## src/rtl/fnc_vramarbiter.sv

```systemverilog
// rtl/fnc_vramarbiter.sv - single-port VRAM arbiter: display fetch priority, CPU req/ack in idle slots
//
// Purpose:
//   Shares one single-port VRAM between the VGA scan-out fetch path and the CPU bus.
//   Display fetches always win the memory slot and have a fixed 3-cycle latency.
//   CPU accesses are granted only in cycles with no display fetch, complete with a
//   one-cycle cpu_ack 3 cycles after grant, and are spaced at least 4 cycles apart.
//   Optional feature macro: VRAMARB_PERFCNT_EN (adds perf_clr / perf_wait).
//
// Ports:
//   clk, rst_n              pixel clock, synchronous active-low reset
//   module_en               0 ignores display requests; CPU path still served
//   disp_req/disp_addr      display fetch request (one word per asserted cycle)
//   disp_data/disp_valid    fetched pixel, registered, 3 cycles after disp_req
//   cpu_req/cpu_we/cpu_addr/cpu_wdata   CPU request, held until cpu_ack
//   cpu_ack/cpu_rdata       completion pulse and read data (held until next ack)
//   mem_en/mem_we/mem_addr/mem_wdata    registered VRAM port
//   mem_rdata               VRAM read data, valid 1 cycle after mem_en
//   perf_clr/perf_wait      (VRAMARB_PERFCNT_EN) clear / blocked-CPU cycle counter

module fnc_vramarbiter #(
  parameter int ADDR_W     = 19,
  parameter int DATA_W     = 12,
  parameter int VRAM_DEPTH = 307200
) (
  input  logic              clk,
  input  logic              rst_n,
  input  logic              module_en,
  input  logic              disp_req,
  input  logic [ADDR_W-1:0] disp_addr,
  output logic [DATA_W-1:0] disp_data,
  output logic              disp_valid,
  input  logic              cpu_req,
  input  logic              cpu_we,
  input  logic [ADDR_W-1:0] cpu_addr,
  input  logic [DATA_W-1:0] cpu_wdata,
  output logic              cpu_ack,
  output logic [DATA_W-1:0] cpu_rdata,
  output logic              mem_en,
  output logic              mem_we,
  output logic [ADDR_W-1:0] mem_addr,
  output logic [DATA_W-1:0] mem_wdata,
  input  logic [DATA_W-1:0] mem_rdata
`ifdef VRAMARB_PERFCNT_EN
  ,
  input  logic              perf_clr,
  output logic [15:0]       perf_wait
`endif
);

  localparam logic [ADDR_W:0] DEPTH = (ADDR_W+1)'(VRAM_DEPTH);

  typedef enum logic [1:0] {
    IDLE    = 2'd0,
    ISSUE   = 2'd1,
    CAPTURE = 2'd2,
    ACK     = 2'd3
  } state_t;

  state_t state_q, state_d;

  logic disp_slot;
  logic cpu_in_range;
  logic grant;
  logic tag0, tag1;   // display-in-flight tags: memory cycle, read-data cycle
  logic lat_we;       // latched access type of the granted CPU request
  logic lat_oor;      // granted CPU request was out of range

  assign disp_slot    = module_en & disp_req;
  assign cpu_in_range = ({1'b0, cpu_addr} < DEPTH);
  assign grant        = (state_q == IDLE) & cpu_req & ~disp_slot;

  always_comb begin
    state_d = state_q;
    case (state_q)
      IDLE:    if (grant) state_d = ISSUE;
      ISSUE:   state_d = CAPTURE;
      CAPTURE: state_d = ACK;
      ACK:     state_d = IDLE;
      default: state_d = IDLE;
    endcase
  end

  always_ff @(posedge clk) begin
    if (!rst_n) begin
      state_q    <= IDLE;
      mem_en     <= 1'b0;
      mem_we     <= 1'b0;
      mem_addr   <= '0;
      mem_wdata  <= '0;
      tag0       <= 1'b0;
      tag1       <= 1'b0;
      disp_valid <= 1'b0;
      disp_data  <= '0;
      cpu_ack    <= 1'b0;
      cpu_rdata  <= '0;
      lat_we     <= 1'b0;
      lat_oor    <= 1'b0;
    end else begin
      state_q <= state_d;

      // An out-of-range grant still runs the FSM but never touches memory.
      mem_en <= disp_slot | (grant & cpu_in_range);
      mem_we <= grant & cpu_in_range & cpu_we;
      if (disp_slot) begin
        mem_addr <= disp_addr;
      end else if (grant & cpu_in_range) begin
        mem_addr  <= cpu_addr;
        mem_wdata <= cpu_wdata;
      end

      if (grant) begin
        lat_we  <= cpu_we;
        lat_oor <= ~cpu_in_range;
      end

      tag0       <= disp_slot;
      tag1       <= tag0;
      disp_valid <= tag1;
      if (tag1) disp_data <= mem_rdata;

      cpu_ack <= (state_q == CAPTURE);
      if ((state_q == CAPTURE) && !lat_we) begin
        cpu_rdata <= lat_oor ? '0 : mem_rdata;
      end
    end
  end

`ifdef VRAMARB_PERFCNT_EN
  always_ff @(posedge clk) begin
    if (!rst_n) begin
      perf_wait <= '0;
    end else if (perf_clr) begin
      perf_wait <= '0;
    end else if ((state_q == IDLE) && cpu_req && disp_slot && (perf_wait != 16'hFFFF)) begin
      perf_wait <= perf_wait + 16'd1;
    end
  end
`endif

endmodule

```

## config.mk

```make
export PLATFORM = sky130hd
export DESIGN_NAME = fnc_vramarbiter
export DESIGN_NICKNAME = d
export VERILOG_FILES = /design/src/rtl/fnc_vramarbiter.sv
export SDC_FILE = /design/constraint.sdc
export NUM_CORES = 1
export LEC_CHECK = 0
export CAP_MARGIN = 20
export CORE_MARGIN = 2
export CORE_UTILIZATION = 55
export CTS_BUF_LIST = sky130_fd_sc_hd__clkbuf_16
export CTS_CLUSTER_DIAMETER = 30
export DETAILED_ROUTE_END_ITERATION = 10
export DONT_BUFFER_PORTS = 1
export PLACE_DENSITY = 0.7
export SETUP_SLACK_MARGIN = 0.1
export SKIP_CTS_REPAIR_TIMING = 1
export SYNTH_ARGS = -nofsm -noshare
export SYNTH_HDL_FRONTEND = slang
export SYNTH_SLANG_ARGS = --single-unit
```

## constraint.sdc

```tcl
create_clock -name clk -period 3.45 [get_ports clk]
set_input_delay 0.69 -clock clk [delete_from_list [all_inputs] [get_ports clk]]
set_output_delay 0.69 -clock clk [all_outputs]
set_load 0.02 [all_outputs]
```

Word-level counts from Yosys, hierarchy flattened. Index checks and enable logic that the tools add are counted.

$lt $le $gt $ge: 1. Equality and inequality tests: 4. Multiplexer cells: 5. Bitwise gates (word level): 8. Reductions and logical operators: 5.

Operators by type and width (number): two-way mux 19 bit (2); < comparator 19 bit, second input constant (1); two-way mux 12 bit (1); case mux 2 bit (4 select lines) (1); bitwise AND 1 bit (5); equality test 2 bit, second input constant (2); equality test 2 x 1 -> 1 bit, second input constant (1); logical NOT 2 bit (1); two-way mux 2 bit (1); inequality test 2 bit, second input constant (1); inverter 1 bit (2); AND reduction 2 bit (1); nonzero test 2 bit (1); logical AND 1 bit (1); logical NOT 1 bit (1); OR 1 bit (1).

Bits in registers: 65. Bits of input ports: 68. Word-level logic and storage cells: 36.

Longest topological paths before layout.
Depth in word-level cells: 6. Mapped depth: 8. Depth with buffers taken out: 6.

Least setup slack after synthesis. Ideal clock, no wire load.

Path type: input port to flip-flop. Start: input cpu_addr[12]. End: register mem_addr[10]. Data arrival time: 1.757 ns. Setup slack: 1.574 ns. Stages on the path: 6. Buffers on the path: 2. Cell sequence: a21o_1 and3_4 or2_1 buf_6 buf_6 o221a_1.

Longest elaborated chain between the ends: 3.

Ends and longest elaborated chain: start: declaration (RTL line 35) `input logic [ADDR_W-1:0] cpu_addr,`; < comparator 19 bit (RTL line 70) `assign cpu_in_range = ({1'b0, cpu_addr} < DEPTH);`; bitwise AND 1 bit (RTL line 107) `end else if (grant & cpu_in_range) begin`; nonzero test 2 bit (no source line); end signal: assignment (RTL line 106) `mem_addr <= disp_addr;`; end signal: assignment (RTL line 108) `mem_addr <= cpu_addr;`; end: declaration (RTL line 41) `output logic [ADDR_W-1:0] mem_addr,`.

No other way between the ends. A chain may end at the register's enable or synchronous reset.

Worst setup path in the final report.
Start: register state_q[0]. End: register mem_addr[5].

Longest elaborated chain between the ends: 5.

Ends and longest elaborated chain: start: declaration (RTL line 60) `state_t state_q, state_d;`; start signal: assignment (RTL line 100) `state_q <= state_d;`; logical NOT 2 bit (RTL line 71) `assign grant = (state_q == IDLE) & cpu_req & ~disp_slot;`; bitwise AND 1 bit (2 in a row) (RTL line 71); bitwise AND 1 bit (RTL line 107); nonzero test 2 bit (no source line).

No other way between the ends.

==> results.toml <==
[critical_path]
critical-path-slowest-cell = "or2_1"
regToRegStartpoint = "state_q[0]$_SDFFE_PN0P_"
arrival_ns = 2.17
timing.rr.end = "mem_addr[5]$_SDFFE_PN0P_"
startpoint = "state_q[0]$_SDFFE_PN0P_"
crit_path_start_kind = "register"
timing.reg2reg.worst_path_depth = 6
setup.worst_path.class = "reg2reg"
r2r_setup_slack_ns = 1.54
worstSetupEndpointType = "register"
cp_cell_sequence = "inv_1 > ha_1 > nand4_1 > buf_4 > or2_1 > o221a_2"
slowest_delay_ns = 0.56
worst-path-max-fanout = 33
cp.required_ns = 3.71

[final_layout]
leading_cell_type_in_the_layout_fill_and_taps_excluded = "dfxtp_1"
nets = 347
seqCellArea_um2 = 1301
nFillCells = 406
multi_input_area_um2 = 1177
most_frequent_cells_in_the_layout = "65 x dfxtp_1, 57 x nor2_1, 31 x a21oi_1"
layout.core_utilization_pct = 62.41
share_of_final_layout_standard_cells_stronger_than_drive_strength_1_pct = 9.964
num_antenna_cells = 0
syn_to_final_growth_pct = 11.06

[sta]
setup_violations = 0
hold_violations = 0
skew_ns = 0.006155
final_min_period_over_clock_period_pct = 55.47
setup_tns_ns = 0
timing.fmax_mhz = 522.5
rsz0062_at_grt = "no"
timing_worst_slew_pin_value_ns = 0.8701
maxSlewHeadroom_pct = 41.99
final_count_of_pins_violating_max_slew = 0
period_needed_ns = 1.914

[clocking]
cts_inserted_buffers = 9
clk-insertion-delay-late_ns = 0.32
clk_path_buf_depth = 2
clkSlewWorstSetupHoldPaths_ns = 0.05
cts_htree_levels = 3
tritoncts_clock_tree = "done"
clock_sinks = 65
cts.root.buffer_cell = "clkbuf_16"

[floorplan]
die_w_um = 72.77
die_h_um = 72.77
cell_rows = 25
io_pins = 127
fp.coreArea_um2 = 4629
dieArea_um2 = 5295
initial_core_util_pct = 56.19

[routing]
via_count = 2004
post-route-drc-count = 0
dr.first_iter.drc_count = 66
wl_per_cell_um = 17.19
drtAntennaViolNets = 0
drt_wl_total_mm = 5.758
met1_wl_mm = 2.344
route.met3.wl_um = 555
viasPerCell = 5.982
met2RoutedLength_mm = 2.792
top_layer = "met4"
drt_pass1_iterations = 4

[synth]
synth_enable_flop_cells = 0
post_synth_instance_area_um2 = 2601
synth_sequential_area_ratio_pct = 50.02
synth.avg_cell_area_um2 = 9.064
synth.yosys.warnings = 0
synthArstFlopShare_pct = 0
mapped_nets = 358
synth.top_cells.by_area = "dfxtp_1 50%, nor2_1 8.2%, a21oi_1 6.0%"
synth_top_area_cell = "dfxtp_1"
synth_top_area_share_pct = 50.02
ys_ff_latch = 65
synthesis.instances = 287
synth-main-ff-cell = "dfxtp_1"
ys_types = 30

[hold_path]
worst_hold_path_type = "reg2reg"
min_from = "tag0$_SDFF_PN0_"
timing.hold.worst_endpoint = "tag1$_SDFF_PN0_"
whs_path_depth = 1

[grt]
grt_start_max_net_pins = 54
grt_use_total_pct = 21.06
gr-total-overflow = 0
initial_antenna_violation_count = 0
grt_pass1_wl_mm = 8.631
grt_pass1_vias = 1862

[pwr]
leakagePower_uw = 0.001066
vdd_drop_max_v = 0.0004792
powerDensity_nw_per_um2 = 783.3

[run_status]
outcome = "finished clean"

[placed_design]
hpwl_mm = 3.759
gpl.final_weighted_congestion = 0.8696
buffer_ports.inserted = 0

[job]
cap_violations = 0
## sequential cells by signal, summed over array words and instances, names as in the netlist
register,count
lat_oor,1
tag1,1
cpu_ack,1
disp_data,12
mem_en,1
mem_wdata,12
tag0,1
mem_we,1
cpu_rdata,12
lat_we,1
state_q,2
disp_valid,1
mem_addr,19
## cells in the mapped netlist, types with 2 or more instances
library cell,count
nor2_1,57
nor3_1,2
ha_1,3
o21ai_0,24
inv_1,2
a211oi_1,7
a21oi_1,31
o221a_2,8
and2_1,4
nor3b_1,12
nand2_1,4
buf_6,2
mux2i_1,13
nor4_1,4
o221a_1,3
dfxtp_1,65
clkbuf_1,21
buf_2,2
or3b_1,12
## worst max path at each step
stage,endpoint
2_1_floorplan,mem_addr[10]$_SDFFE_PN0P_
3_3_place_gp,mem_addr[3]$_SDFFE_PN0P_
3_5_place_dp,mem_addr[5]$_SDFFE_PN0P_
4_1_cts,mem_addr[5]$_SDFFE_PN0P_
5_1_grt,mem_addr[13]$_SDFFE_PN0P_
6_report,mem_addr[5]$_SDFFE_PN0P_
## critical path, delay by kind of cell, from the launching register on
kind | cells | cell delay (ns)
AND/OR/NAND/NOR | 2 | 0.64
buffers and inverters | 2 | 0.36
flip-flops | 1 | 0.33
AO/OA/AOI/OAI | 1 | 0.29
adder cells (fa/ha/maj) | 1 | 0.23
## cell families (layout without fill, tap and decap cells)
kind of cell / after synthesis / count (layout) / share of synthesized area [%]
AND/OR/NAND/NOR: 100 / 100 / 19.96
adder cells (fa/ha/maj): 3 / 3 / 1.443
flip-flops: 65 / 65 / 50.02
buffers and inverters: 28 / 22 / 4.714
AO/OA/AOI/OAI: 78 / 78 / 18.86
multiplexers: 13 / 13 / 5.002
## routing by layer
metal	up-vias	GRT usage [%]
li1	990	-
met1	918	24.11
met2	90	33.84
met3	6	9.530
met4	0	9.259
met5	-	0
## power breakdown
| group | internal [µW] | total, µW | switching, µW |
|---|---|---|---|
| Combinational | 126 | 317 | 191 |
| Clock | 625 | 932 | 308 |
| Sequential | 847 | 1010 | 166 |
| Total | 1600 | 2260 | 665 |
## final cells by class
cell class,instances,share of cell area [%]
sequential,65,45.04
multi-input combinational,194,40.75
clock buffer,9,7.796
clock inverter,7,2.988
tap,54,2.339
timing repair buffer,3,0.6929
inverter,3,0.3898
## stage by stage
stage          worst slack, ns  cells  hold WS (ns)  power, µW  cell area, µm²
2_1_floorplan            1.574    287        0.4119       1286            2601
3_3_place_gp            0.9671    318        0.4183       1331            2572
3_5_place_dp            0.8213    318        0.4257       1344            2572
4_1_cts                  1.093    334        0.4381       2284            2884
5_1_grt                  1.345    335        0.4537       2369            2889
6_report                 1.536    335        0.4320       2263            2889
(Power assumes the default switching activity.)
